==> src/rtl/usb_link_pkg.sv <==
// usb_link_pkg: constants, FSM state encoding and check-byte helper shared by the USB port link.
package usb_link_pkg;
    localparam logic [7:0] TX_HEAD      = 8'hA5;
    localparam logic [7:0] RX_HEAD      = 8'h5A;
    localparam int         PKT_LEN      = 6;
    localparam logic [3:0] ERR_TYPE_DEF = 4'hF;

    typedef enum logic [2:0] {IDLE, TX, SEND_DONE, RX_WAIT, RX, READ} state_t;

    function automatic logic [7:0] pkt_check(input logic [7:0] b1, b2, b3, b4);
        return b1 ^ b2 ^ b3 ^ b4;
    endfunction
endpackage

==> src/rtl/usb_port_link_if.sv <==
// usb_port_link_if: branch handshake plus byte-stream PHY signals of one device slot.
interface usb_port_link_if;
    logic        fs_send, fd_send;
    logic [3:0]  send_btype, device_idx, data_idx;
    logic [15:0] conf_cmd;
    logic        fs_read, fd_read;
    logic [3:0]  read_btype;
    logic [7:0]  tx_data;
    logic        tx_vld, tx_rdy;
    logic [7:0]  rx_data;
    logic        rx_vld;

    modport master (
        output fs_send, send_btype, device_idx, data_idx, conf_cmd, fd_read, tx_rdy, rx_data, rx_vld,
        input  fd_send, fs_read, read_btype, tx_data, tx_vld
    );
    modport slave (
        input  fs_send, send_btype, device_idx, data_idx, conf_cmd, fd_read, tx_rdy, rx_data, rx_vld,
        output fd_send, fs_read, read_btype, tx_data, tx_vld
    );
endinterface

==> src/rtl/usb_link_tx_ser.sv <==
// usb_link_tx_ser: 6-byte command packet serializer with valid/ready stall.
module usb_link_tx_ser import usb_link_pkg::*; (
    input  logic       clk,
    input  logic       rst,
    input  logic       load,
    input  logic       tx_rdy,
    input  logic [7:0] b1,
    input  logic [7:0] b2,
    input  logic [7:0] b3,
    input  logic [7:0] b4,
    output logic [7:0] tx_data,
    output logic       tx_vld,
    output logic       done
);
    logic [7:0] pkt [PKT_LEN];
    logic [2:0] idx;
    logic       busy;

    assign done    = busy && tx_rdy && idx == 3'(PKT_LEN - 1);
    assign tx_vld  = busy;
    assign tx_data = busy ? pkt[idx] : '0;

    // whole packet is frozen at load so stalls never see the branch inputs change
    always_ff @(posedge clk or posedge rst)
        if (rst) begin
            busy <= 1'b0;
            idx  <= '0;
            for (int i = 0; i < PKT_LEN; i++) pkt[i] <= '0;
        end else if (load) begin
            busy <= 1'b1;
            idx  <= '0;
            pkt  <= '{TX_HEAD, b1, b2, b3, b4, pkt_check(b1, b2, b3, b4)};
        end else if (busy && tx_rdy) begin
            busy <= !done;
            idx  <= done ? '0 : idx + 3'd1;
        end
endmodule

==> src/rtl/usb_port_link.sv <==
// usb_port_link: per-slot USB link; sends a 6-byte command packet, then returns the btype
// of the device's validated 3-byte reply, or ERR_TYPE if none arrives in time.
module usb_port_link import usb_link_pkg::*; #(
    parameter logic [15:0] TIMEOUT  = 16'd50000,
    parameter logic [3:0]  ERR_TYPE = ERR_TYPE_DEF
) (
    input logic            clk,
    input logic            rst,
    usb_port_link_if.slave bus
);
    state_t      state, nxt;
    logic        fs_send_q, start, done, hdr, last, accept, tmo, waiting, have_r1;
    logic        ser_vld;
    logic [7:0]  ser_data, r1;
    logic [15:0] cnt;
    logic [3:0]  btype_q;

    assign start   = state == IDLE && bus.fs_send && !fs_send_q;
    assign waiting = state == RX_WAIT || state == RX;
    assign tmo     = waiting && cnt >= TIMEOUT - 16'd1;
    assign hdr     = bus.rx_vld && bus.rx_data == RX_HEAD;
    assign last    = state == RX && bus.rx_vld && have_r1;
    assign accept  = last && r1[7:4] == bus.device_idx && bus.rx_data == r1;

    usb_link_tx_ser u_ser (
        .clk     (clk),
        .rst     (rst),
        .load    (start),
        .tx_rdy  (bus.tx_rdy),
        .b1      ({bus.device_idx, bus.send_btype}),
        .b2      ({bus.data_idx, 4'h0}),
        .b3      (bus.conf_cmd[15:8]),
        .b4      (bus.conf_cmd[7:0]),
        .tx_data (ser_data),
        .tx_vld  (ser_vld),
        .done    (done)
    );

    always_ff @(posedge clk or posedge rst)
        if (rst) state <= IDLE;
        else     state <= nxt;

    always_comb begin
        nxt = state;
        case (state)
            IDLE:      nxt = start ? TX : IDLE;
            TX:        nxt = done ? SEND_DONE : TX;
            SEND_DONE: nxt = bus.fs_send ? SEND_DONE : RX_WAIT;
            RX_WAIT:   nxt = tmo ? READ : hdr ? RX : RX_WAIT;
            RX:        nxt = (accept || tmo) ? READ : last ? RX_WAIT : RX;
            READ:      nxt = bus.fd_read ? IDLE : READ;
            default:   nxt = IDLE;
        endcase
    end

    always_comb begin
        bus.fd_send    = state == SEND_DONE;
        bus.fs_read    = state == READ;
        bus.read_btype = btype_q;
        bus.tx_data    = ser_data;
        bus.tx_vld     = ser_vld;
    end

    // timeout keeps running across a rejected reply; it only restarts when fd_send drops
    always_ff @(posedge clk or posedge rst)
        if (rst) begin
            fs_send_q <= 1'b0;
            cnt       <= '0;
            have_r1   <= 1'b0;
            r1        <= '0;
            btype_q   <= '0;
        end else begin
            fs_send_q <= bus.fs_send;
            cnt       <= state == SEND_DONE ? '0 : (waiting && cnt != '1) ? cnt + 16'd1 : cnt;
            have_r1   <= state == RX && (bus.rx_vld ? !have_r1 : have_r1);
            if (state == RX && bus.rx_vld && !have_r1) r1 <= bus.rx_data;
            if (accept)   btype_q <= r1[3:0];
            else if (tmo) btype_q <= ERR_TYPE;
        end
endmodule
==> src/flat_wrapper.sv <==
// flat-port wrapper written by rule: the top's interface ports become plain ports
module usb_port_link_flat import usb_link_pkg::*;
#(
    parameter logic [15:0] TIMEOUT  = 16'd50000,
    parameter logic [3:0]  ERR_TYPE = ERR_TYPE_DEF
)
  (clk, rst, bus_fs_send, bus_send_btype, bus_device_idx, bus_data_idx, bus_conf_cmd, bus_fd_read, bus_tx_rdy, bus_rx_data, bus_rx_vld, bus_fd_send, bus_fs_read, bus_read_btype, bus_tx_data, bus_tx_vld);
  usb_port_link_if bus_i ();
  input logic clk;
  input logic rst;
  input wire logic [$bits(bus_i.fs_send)-1:0] bus_fs_send;
  input wire logic [$bits(bus_i.send_btype)-1:0] bus_send_btype;
  input wire logic [$bits(bus_i.device_idx)-1:0] bus_device_idx;
  input wire logic [$bits(bus_i.data_idx)-1:0] bus_data_idx;
  input wire logic [$bits(bus_i.conf_cmd)-1:0] bus_conf_cmd;
  input wire logic [$bits(bus_i.fd_read)-1:0] bus_fd_read;
  input wire logic [$bits(bus_i.tx_rdy)-1:0] bus_tx_rdy;
  input wire logic [$bits(bus_i.rx_data)-1:0] bus_rx_data;
  input wire logic [$bits(bus_i.rx_vld)-1:0] bus_rx_vld;
  output wire logic [$bits(bus_i.fd_send)-1:0] bus_fd_send;
  output wire logic [$bits(bus_i.fs_read)-1:0] bus_fs_read;
  output wire logic [$bits(bus_i.read_btype)-1:0] bus_read_btype;
  output wire logic [$bits(bus_i.tx_data)-1:0] bus_tx_data;
  output wire logic [$bits(bus_i.tx_vld)-1:0] bus_tx_vld;
  assign bus_i.fs_send = bus_fs_send;
  assign bus_i.send_btype = bus_send_btype;
  assign bus_i.device_idx = bus_device_idx;
  assign bus_i.data_idx = bus_data_idx;
  assign bus_i.conf_cmd = bus_conf_cmd;
  assign bus_i.fd_read = bus_fd_read;
  assign bus_i.tx_rdy = bus_tx_rdy;
  assign bus_i.rx_data = bus_rx_data;
  assign bus_i.rx_vld = bus_rx_vld;
  assign bus_fd_send = bus_i.fd_send;
  assign bus_fs_read = bus_i.fs_read;
  assign bus_read_btype = bus_i.read_btype;
  assign bus_tx_data = bus_i.tx_data;
  assign bus_tx_vld = bus_i.tx_vld;
  usb_port_link #(.TIMEOUT(TIMEOUT), .ERR_TYPE(ERR_TYPE)) u_core (.clk(clk), .rst(rst), .bus(bus_i));
endmodule
==> config.mk <==
export PLATFORM = sky130hd
export DESIGN_NAME = usb_port_link_flat
export DESIGN_NICKNAME = d
export VERILOG_FILES = /design/src/rtl/usb_link_pkg.sv /design/src/rtl/usb_port_link_if.sv /design/src/rtl/usb_link_tx_ser.sv /design/src/rtl/usb_port_link.sv /design/src/flat_wrapper.sv
export SDC_FILE = /design/constraint.sdc
export NUM_CORES = 1
export LEC_CHECK = 0
export BUFFER_PORTS_ARGS = -buffer_cell sky130_fd_sc_hd__buf_2
export CORE_ASPECT_RATIO = 0.9
export CORE_UTILIZATION = 62
export DETAILED_ROUTE_END_ITERATION = 7
export GPL_TIMING_DRIVEN = 0
export PLACE_DENSITY = 0.85
export SYNTH_ARGS = -nofsm -noshare
export SYNTH_HDL_FRONTEND = slang
export SYNTH_SLANG_ARGS = --single-unit
==> constraint.sdc <==
create_clock -name clk -period 6.6 [get_ports clk]
set_clock_uncertainty 0.15 [all_clocks]
set_input_delay 0.66 -clock clk [delete_from_list [all_inputs] [get_ports clk]]
set_output_delay 0.66 -clock clk [all_outputs]
set_load 0.01 [all_outputs]
==> results.md, run 1 <==
* Layout area overhead at 15.2%
* Fraction of the yosys area taken by sequential cells at approximately 47%
* Fillcell total at 459
* R2r startpoint: u_core.state[0]
* Total clock sinks at 74
* Yosys warns at 0
* Gr usage total at between 20% and 30%
* Area post-placement at 4360 um^2
* Floorplan row count at 27
* Leading area contributor after synthesis: dfrtp_1
* Maximum clock rate at between 300 and 400 MHz
* Placed insts at 567
* Largest net degree at the start of global routing at 75
* Top-count cell post-synth: nand2_1
* First-pass GRT wire length at 15000 um
* Routed WL at just over 9000 um
* Final Slew Violations at 0
* Area fraction of the dominant cell type after synthesis at roughly 47%
* H-tree depth at 3
* Hpwl dp at 6370 um
* Max_cap viols at 0
* Status: complete, no violations
* Mux cell area share after synthesis at under 10%
* Switching power at a little over 600 uW
* Most common cell on crit path: clkbuf_1
* Synth Area in Compound Gates at under 10%
* Worst skew pair latency at between 0.3 and 0.4 ns
* EDFF count, synth at 0
* Util after Layout at 74.3%
* Adder-cell share of the synthesized area at less than 1%
* Lkg Pwr at ~2.2 nW
* #FFs+latches synth at 74
* Avg WL per Cell at ~16 um
* Detailed Routing Iterations Pass 1 at 4
* Post-synth top cells: 105 x nand2_1, 74 x dfrtp_1, 31 x xnor2_1
* PortBufs at 56
* Setup TNS at 0 ns
* Final Non-Filler Cells at approximately 580
* IO Pins at 57
* Period minus WS final at 3.23 ns
* Fin. Hold Viols at 0
* Critical path cell sequence: clkbuf_1 -> nor3_1 -> clkbuf_1 -> buf_2
* CTS buffer count at 9
* Mean post-synth cell area at slightly above 9 um^2
* CTS Hold Buffers Added at 0
* Die W at about 86 um
* Final period utilization at between 40% and 50%
* Mapped Area at ~4000 um^2
* Vias in the first global route at approximately 3200
* Die ar. at 6720 um^2
* Int Pwr at a little over 1 mW
* Top FF cell, synth: dfrtp_1
* Pwr Density at between 300 and 400 nW/um^2
* Setup violators final at 0
* XOR/XNOR Fraction of Synth Area at under 10%
* Global route total overflow at 0
* Worst path slowest cell: nor3_1
* Combinational power share at roughly 36%
* Cells after Synth at roughly 420
* Slew HR at a little over 40%
* Initial antenna violation count at 0
* Syn nets at approximately 470
* Worst hold path type: input pin to flip-flop
* Longest Clk Path Bufs at 2
* Top cells by area, synth: dfrtp_1 47%, nand2_1 9.9%, xnor2_1 6.8%
* Core box area at between 6000 and 7000 um^2
* Drt drc at 0
* Routed Antenna Nets at 0
* Slew at the pin closest to its max-slew limit at 0.896 ns
* Vias at 3360
* Crit path from: u_core.state[0]
* Final instance area at approximately 4600 um^2
* Initial drt markers at about 220
* Max FO, Critical Path at 10
* Worst hold start: bus_fs_send
* Peak supply drop at 0.235 mV
* CTS resizes at 0
* Count of cell types in the netlist at 53
* Setup bufs post-CTS at 0
* Arrival time worst endpoint at between 2 and 2.5 ns
* GP Congestion at roughly 0.86
* Post-synth ARST share at 100%
* Seq pwr share at about two fifths
* Critical Path RT at between 5 and 6 ns
* Share of layout cells above drive strength 1 at between 15 and 20%
* Crit path kind: flip-flop to primary output
* Main combinational cell family by area after synthesis: simple AND/OR/NAND/NOR gates
* Worst setup SP type: flip-flop
* Initial Utilization at between 60% and 70%
* Clock power share at 22.9%
* Die Ht at slightly below 80 um
* Worst-path clk slew at ~0.08 ns
* Nets at 536
* N_diodes at 0
* Root buffer cell: clkbuf_8
* Crit. End Element: primary output
* Via/cell ratio at 5.76
* Sw Ratio at a little under two fifths
* RSZ-0062 raised after global routing: false
* CTS tree: done
* Critical Path Max Stage Delay at 0.76 ns
* Simple-gate area share of the yosys netlist at approximately a quarter
## path summary, 6_finish.rpt
kind                                   endpoint  slack [ns]  cells past startpoint
setup / recovery                    bus_fd_send        3.37                      4
hold / removal                 u_core.fs_send_q        0.29                      1
setup reg to reg                  u_core.cnt[0]        4.36                      4
hold reg to reg            u_core.u_ser.pkt[21]        0.33                      2
max in group asynchronous   u_core.u_ser.pkt[5]        5.37                      2
min in group asynchronous   u_core.u_ser.tx_vld        0.34                      2
## metrics by stage
stage          setup slack (ns)  power [mW]  hold slack, ns
2_1_floorplan              3.91        1.07           0.289
3_3_place_gp               3.06        1.21           0.304
3_5_place_dp               3.79        1.25           0.306
4_1_cts                    3.38        1.62           0.284
5_1_grt                    3.16        1.72           0.282
6_report                   3.37        1.62           0.291
## area by class of cell
type / instances / area (um^2) / share of cell area, %
Multi-Input combinational cell: 327 / 2010 / 43.9
Sequential cell: 74 / 1850 / 40.5
Timing Repair Buffer: 56 / 280 / 6.14
Clock buffer: 10 / 138 / 3.01
Tap cell: 87 / 109 / 2.38
Buffer: 19 / 91.3 / 2.00
Clock inverter: 6 / 72.6 / 1.59
Inverter: 4 / 17.5 / 0.384
## routing by layer
layer | track usage (%) | routed length (um)
met5 | 0 | 0
met4 | 10.7 | 159
met3 | 7.13 | 543
met2 | 47.2 | 4420
met1 | 39.3 | 4030
## flip-flops by register name, indices dropped and copies added, names as in the netlist
register / count
u_core.r1: 8
u_core.have_r1: 1
u_core.cnt: 16
u_core.fs_send_q: 1
u_core.u_ser.pkt: 37
u_core.state: 3
u_core.u_ser.idx: 3
u_core.bus.read_btype: 4
u_core.u_ser.tx_vld: 1
## worst max-delay path, delay by kind of cell, from the launching register on
family | cells | cell delay, ns
flops | 1 | 0.43
buf+inv | 3 | 0.88
simple gates | 1 | 0.76
## power by group through the flow
stage	Sequential, mW	Combinational [mW]	Clock [mW]
final	0.676	0.576	0.372
after global routing	0.691	0.634	0.394
after CTS	0.673	0.572	0.375
after detailed placement	0.681	0.566	0
after global placement	0.675	0.540	0
after floorplan	0.658	0.415	0
## cells in the final DEF, fill, tap and decap left out, types with 2 or more instances in the layout
cell type,Yosys,routed
and2_0,2,2
nor2_1,28,28
xor2_1,10,10
or3_1,4,4
o21ai_1,14,14
inv_6,0,3
nand4b_1,2,2
nand2_1,105,105
clkbuf_1,7,7
xnor2_1,31,31
clkbuf_8,0,10
a31oi_1,2,2
a21oi_1,12,12
nor3_1,11,11
and2_1,4,4
a211oi_1,3,3
mux2_2,4,4
o211a_1,2,2
nand3_1,11,11
o21ai_0,4,4
and4_1,3,3
buf_2,10,66
nand3b_1,2,2
nand4_1,6,6
nor4b_2,2,2
nor3b_1,5,5
mux2_1,8,8
nor4_1,4,4
mux4_2,2,2
inv_1,3,2
dfrtp_1,74,74
o22ai_1,5,5
mux2i_1,12,12
nor2b_1,3,3
ha_1,3,3
nand2b_1,6,6
o21a_1,2,2
## cells by family (layout without fill, tap and decap cells)
logic type / after synthesis / after routing
adder cells (fa/ha/maj): 3 / 3
AO/OA/AOI/OAI: 51 / 51
multiplexers: 26 / 26
XOR/XNOR: 41 / 41
flip-flops: 74 / 74
buffers and inverters: 23 / 95
AND/OR/NAND/NOR: 206 / 206
(Power assumes the default switching activity.)
==> inputs of run 2 (changes only) <==
--- a/config.mk
+++ b/config.mk
@@ -7,10 +7,10 @@
 export LEC_CHECK = 0
 export BUFFER_PORTS_ARGS = -buffer_cell sky130_fd_sc_hd__buf_2
 export CORE_ASPECT_RATIO = 0.9
-export CORE_UTILIZATION = 62
+export CORE_UTILIZATION = 57
 export DETAILED_ROUTE_END_ITERATION = 7
 export GPL_TIMING_DRIVEN = 0
-export PLACE_DENSITY = 0.85
+export PLACE_DENSITY = 0.8
 export SYNTH_ARGS = -nofsm -noshare
 export SYNTH_HDL_FRONTEND = slang
 export SYNTH_SLANG_ARGS = --single-unit
==> constraint.sdc (replaced) <==
create_clock -name clk -period 3.2 [get_ports clk]
set_clock_uncertainty 0.15 [all_clocks]
set_input_delay 0.32 -clock clk [delete_from_list [all_inputs] [get_ports clk]]
set_output_delay 0.32 -clock clk [all_outputs]
set_load 0.01 [all_outputs]
==> run 2 against run 1 <==
Global-route usage down 3.4 points. Cell count up 1.0%. Non-clock buffer count up 3. Sequential share of layout area down 0.44 points. Total power up 100%. Critical path depth unchanged. Routed wire length down 3.2%. Largest cell class unchanged.
==> results.md, run 2 (synthesized netlist as in run 1, its figures left out) <==
* Routed WL at 8860 um (-3.2%)
* Avg WL per Cell at 15.0 um (-4.2%)
* Vias in the first global route at 3172 (-1.4%)
* Worst Reg-to-Reg Cells at 6 (+2)
* RSZ-0062 raised after global routing: false
* Crit path kind: flip-flop to primary output
* IO Pins at 57 (unchanged)
* R2r startpoint: u_core.state[2]
* Max_cap viols at 0 (unchanged)
* Initial Utilization at 59.6% (-4.9 points)
* Final Non-Filler Cells at 589 (+1.0%)
* Floorplan row count at 28 (+3.7%)
* Worst skew pair latency at 0.36 ns (about the same)
* Peak supply drop at 0.422 mV (+80%)
* Fin. Hold Viols at 0 (unchanged)
* Hpwl dp at 6430 um (+0.91%)
* CTS resizes at 0 (unchanged)
* Pwr Density at 720 nW/um^2 (+100%)
* GP Congestion at 0.843 (-1.9%)
* Largest net degree at the start of global routing at 52 (-31%)
* Critical Path Max Stage Delay at 0.78 ns (+0.02 ns)
* N_diodes at 0 (unchanged)
* Core box area at 6660 um^2 (+8.3%)
* Via/cell ratio at 5.68 (-1.5%)
* Drt drc at 0 (unchanged)
* Nets at 539 (+0.56%)
* Largest register FFs at 37 (unchanged)
* Critical Path RT at 2.73 ns (-3.06 ns)
* Slew HR at 40.1% (-0.21 points)
* Register with the most flip-flops: u_core.u_ser.pkt
* Crit path from: u_core.state[0]
* Status: complete, no violations
* Initial antenna violation count at 0 (unchanged)
* Critical path cell sequence: clkbuf_1 -> nor3_1 -> clkbuf_1 -> buf_2
* Commonest cells after routing, fill and taps aside: 105 x nand2_1, 74 x dfrtp_1, 66 x buf_2
* Initial drt markers at 188 (-14%)
* Gr usage total at 26.1% (-3.4 points)
* CTS Hold Buffers Added at 2 (+2)
* Worst hold path type: input pin to flip-flop
* Maximum clock rate at 345 MHz
* CTS buffer count at 9 (unchanged)
* Global route total overflow at 0 (unchanged)
* Die ar. at 7290 um^2 (+8.6%)
* PortBufs at 56 (unchanged)
* Worst setup SP type: flip-flop
* Reg area at 1850 um^2 (unchanged)
* Max FO, Critical Path at 10 (unchanged)
* CTS tree: done
* Crit. End Element: primary output
* Layout area overhead at 16.4%
* First-pass GRT wire length at 14700 um (-1.9%)
* Worst path slowest cell: nor3_1
* Multi-input gate area at 2010 um^2 (unchanged)
* Place WS at 0.692 ns (-3.10 ns)
* Total clock sinks at 74 (unchanged)
* Vias at 3345 (-0.45%)
* Arrival time worst endpoint at 2.43 ns (about the same)
* Final Slew Violations at 0 (unchanged)
* CP endpoint: bus_fd_send
* Die Ht at 81.1 um (+4.2%)
* Final Hold Slack at 0.0186 ns (-0.272 ns)
* Reg2reg setup slack at 0.96 ns (-3.40 ns)
* Final period utilization at between 90% and 100%
* Worst-path clk slew at 0.09 ns (about the same)
* Detailed Routing Iterations Pass 1 at 5 (+1)
* Pwr Total at 3.32 mW (+100%)
* Lkg Pwr at 2.19 nW (+0.77%)
* Most common cell on crit path: clkbuf_1
* Placed insts at 571 (+0.71%)
* Routed Antenna Nets at 0 (unchanged)
* Root buffer cell: clkbuf_8
* Longest Clk Path Bufs at 2 (unchanged)
* Fillcell total at 555 (+21%)
* Share of layout cells above drive strength 1 at 19.6% (+0.083 points)
* Commonest non-fill, non-tap cell in the layout: nand2_1
* RR Endpoint: u_core.u_ser.pkt[8]
* Setup bufs post-CTS at 0 (unchanged)
* Setup violators final at 0 (unchanged)
* Slew at the pin closest to its max-slew limit at 0.892 ns (-0.00369 ns)
* H-tree depth at 3 (unchanged)
* Die W at 89.9 um (+4.2%)
* Period minus WS final at 2.90 ns
* Worst Slack Setup Final at 0.304 ns (-3.07 ns)
* Regs by FF count: u_core.u_ser.pkt: 37 flops, u_core.cnt: 16 flops, u_core.r1: 8 flops
run 2: layer usage:
metal / GRT usage [%] / up-vias / wire (um)
li1: - / 1600 / -
met1: 34.4 / 1595 / 3870
met2: 43.1 / 140 / 4280
met3: 7.30 / 10 / 622
met4: 7.26 / 0 / 85
met5: 0 / - / 0
run 2: final cells by class:
| cell class | count | area share [%] |
|---|---|---|
| inverter | 4 | 0.379 |
| tap | 90 | 2.44 |
| multi-input combinational | 327 | 43.5 |
| clock inverter | 6 | 1.54 |
| sequential | 74 | 40.1 |
| timing repair buffer | 59 | 7.10 |
| clock buffer | 10 | 2.98 |
| buffer | 19 | 1.98 |
run 2: where the power goes:
group / internal (mW) / switching [mW] / leakage, nW
clock network: 0.388 / 0.372 / 0.0995
logic: 0.505 / 0.661 / 1.13
registers: 1.21 / 0.188 / 0.956
run 2: worst max-delay path: cells and delay by family, from the launching register on:
kind | cells | cell delay (ns)
buf+inv | 3 | 0.85
simple gates | 1 | 0.78
flops | 1 | 0.43
run 2: through the flow:
stage	util (%)	setup TNS, ns	cell area, um^2
after floorplan	-	0	3970
after global placement	65.5	-2.25	4360
after detailed placement	65.9	0	4390
after CTS	69.4	0	4620
after global routing	69.4	0	4620
final	69.4	0	4620
run 2: how the worst min path moves through the flow:
| stage | startpoint | end | cells past startpoint |
|---|---|---|---|
| global route | bus_conf_cmd[11] | u_core.u_ser.pkt[19] | 3 |
| CTS | bus_conf_cmd[11] | u_core.u_ser.pkt[19] | 3 |
| finish | bus_conf_cmd[11] | u_core.u_ser.pkt[19] | 3 |
| detailed placement | rst | u_core.u_ser.pkt[8] | 2 |
| floorplan | bus_fs_send | u_core.fs_send_q | 0 |
| global placement | u_core.u_ser.pkt[23] | u_core.u_ser.pkt[23] | 2 |
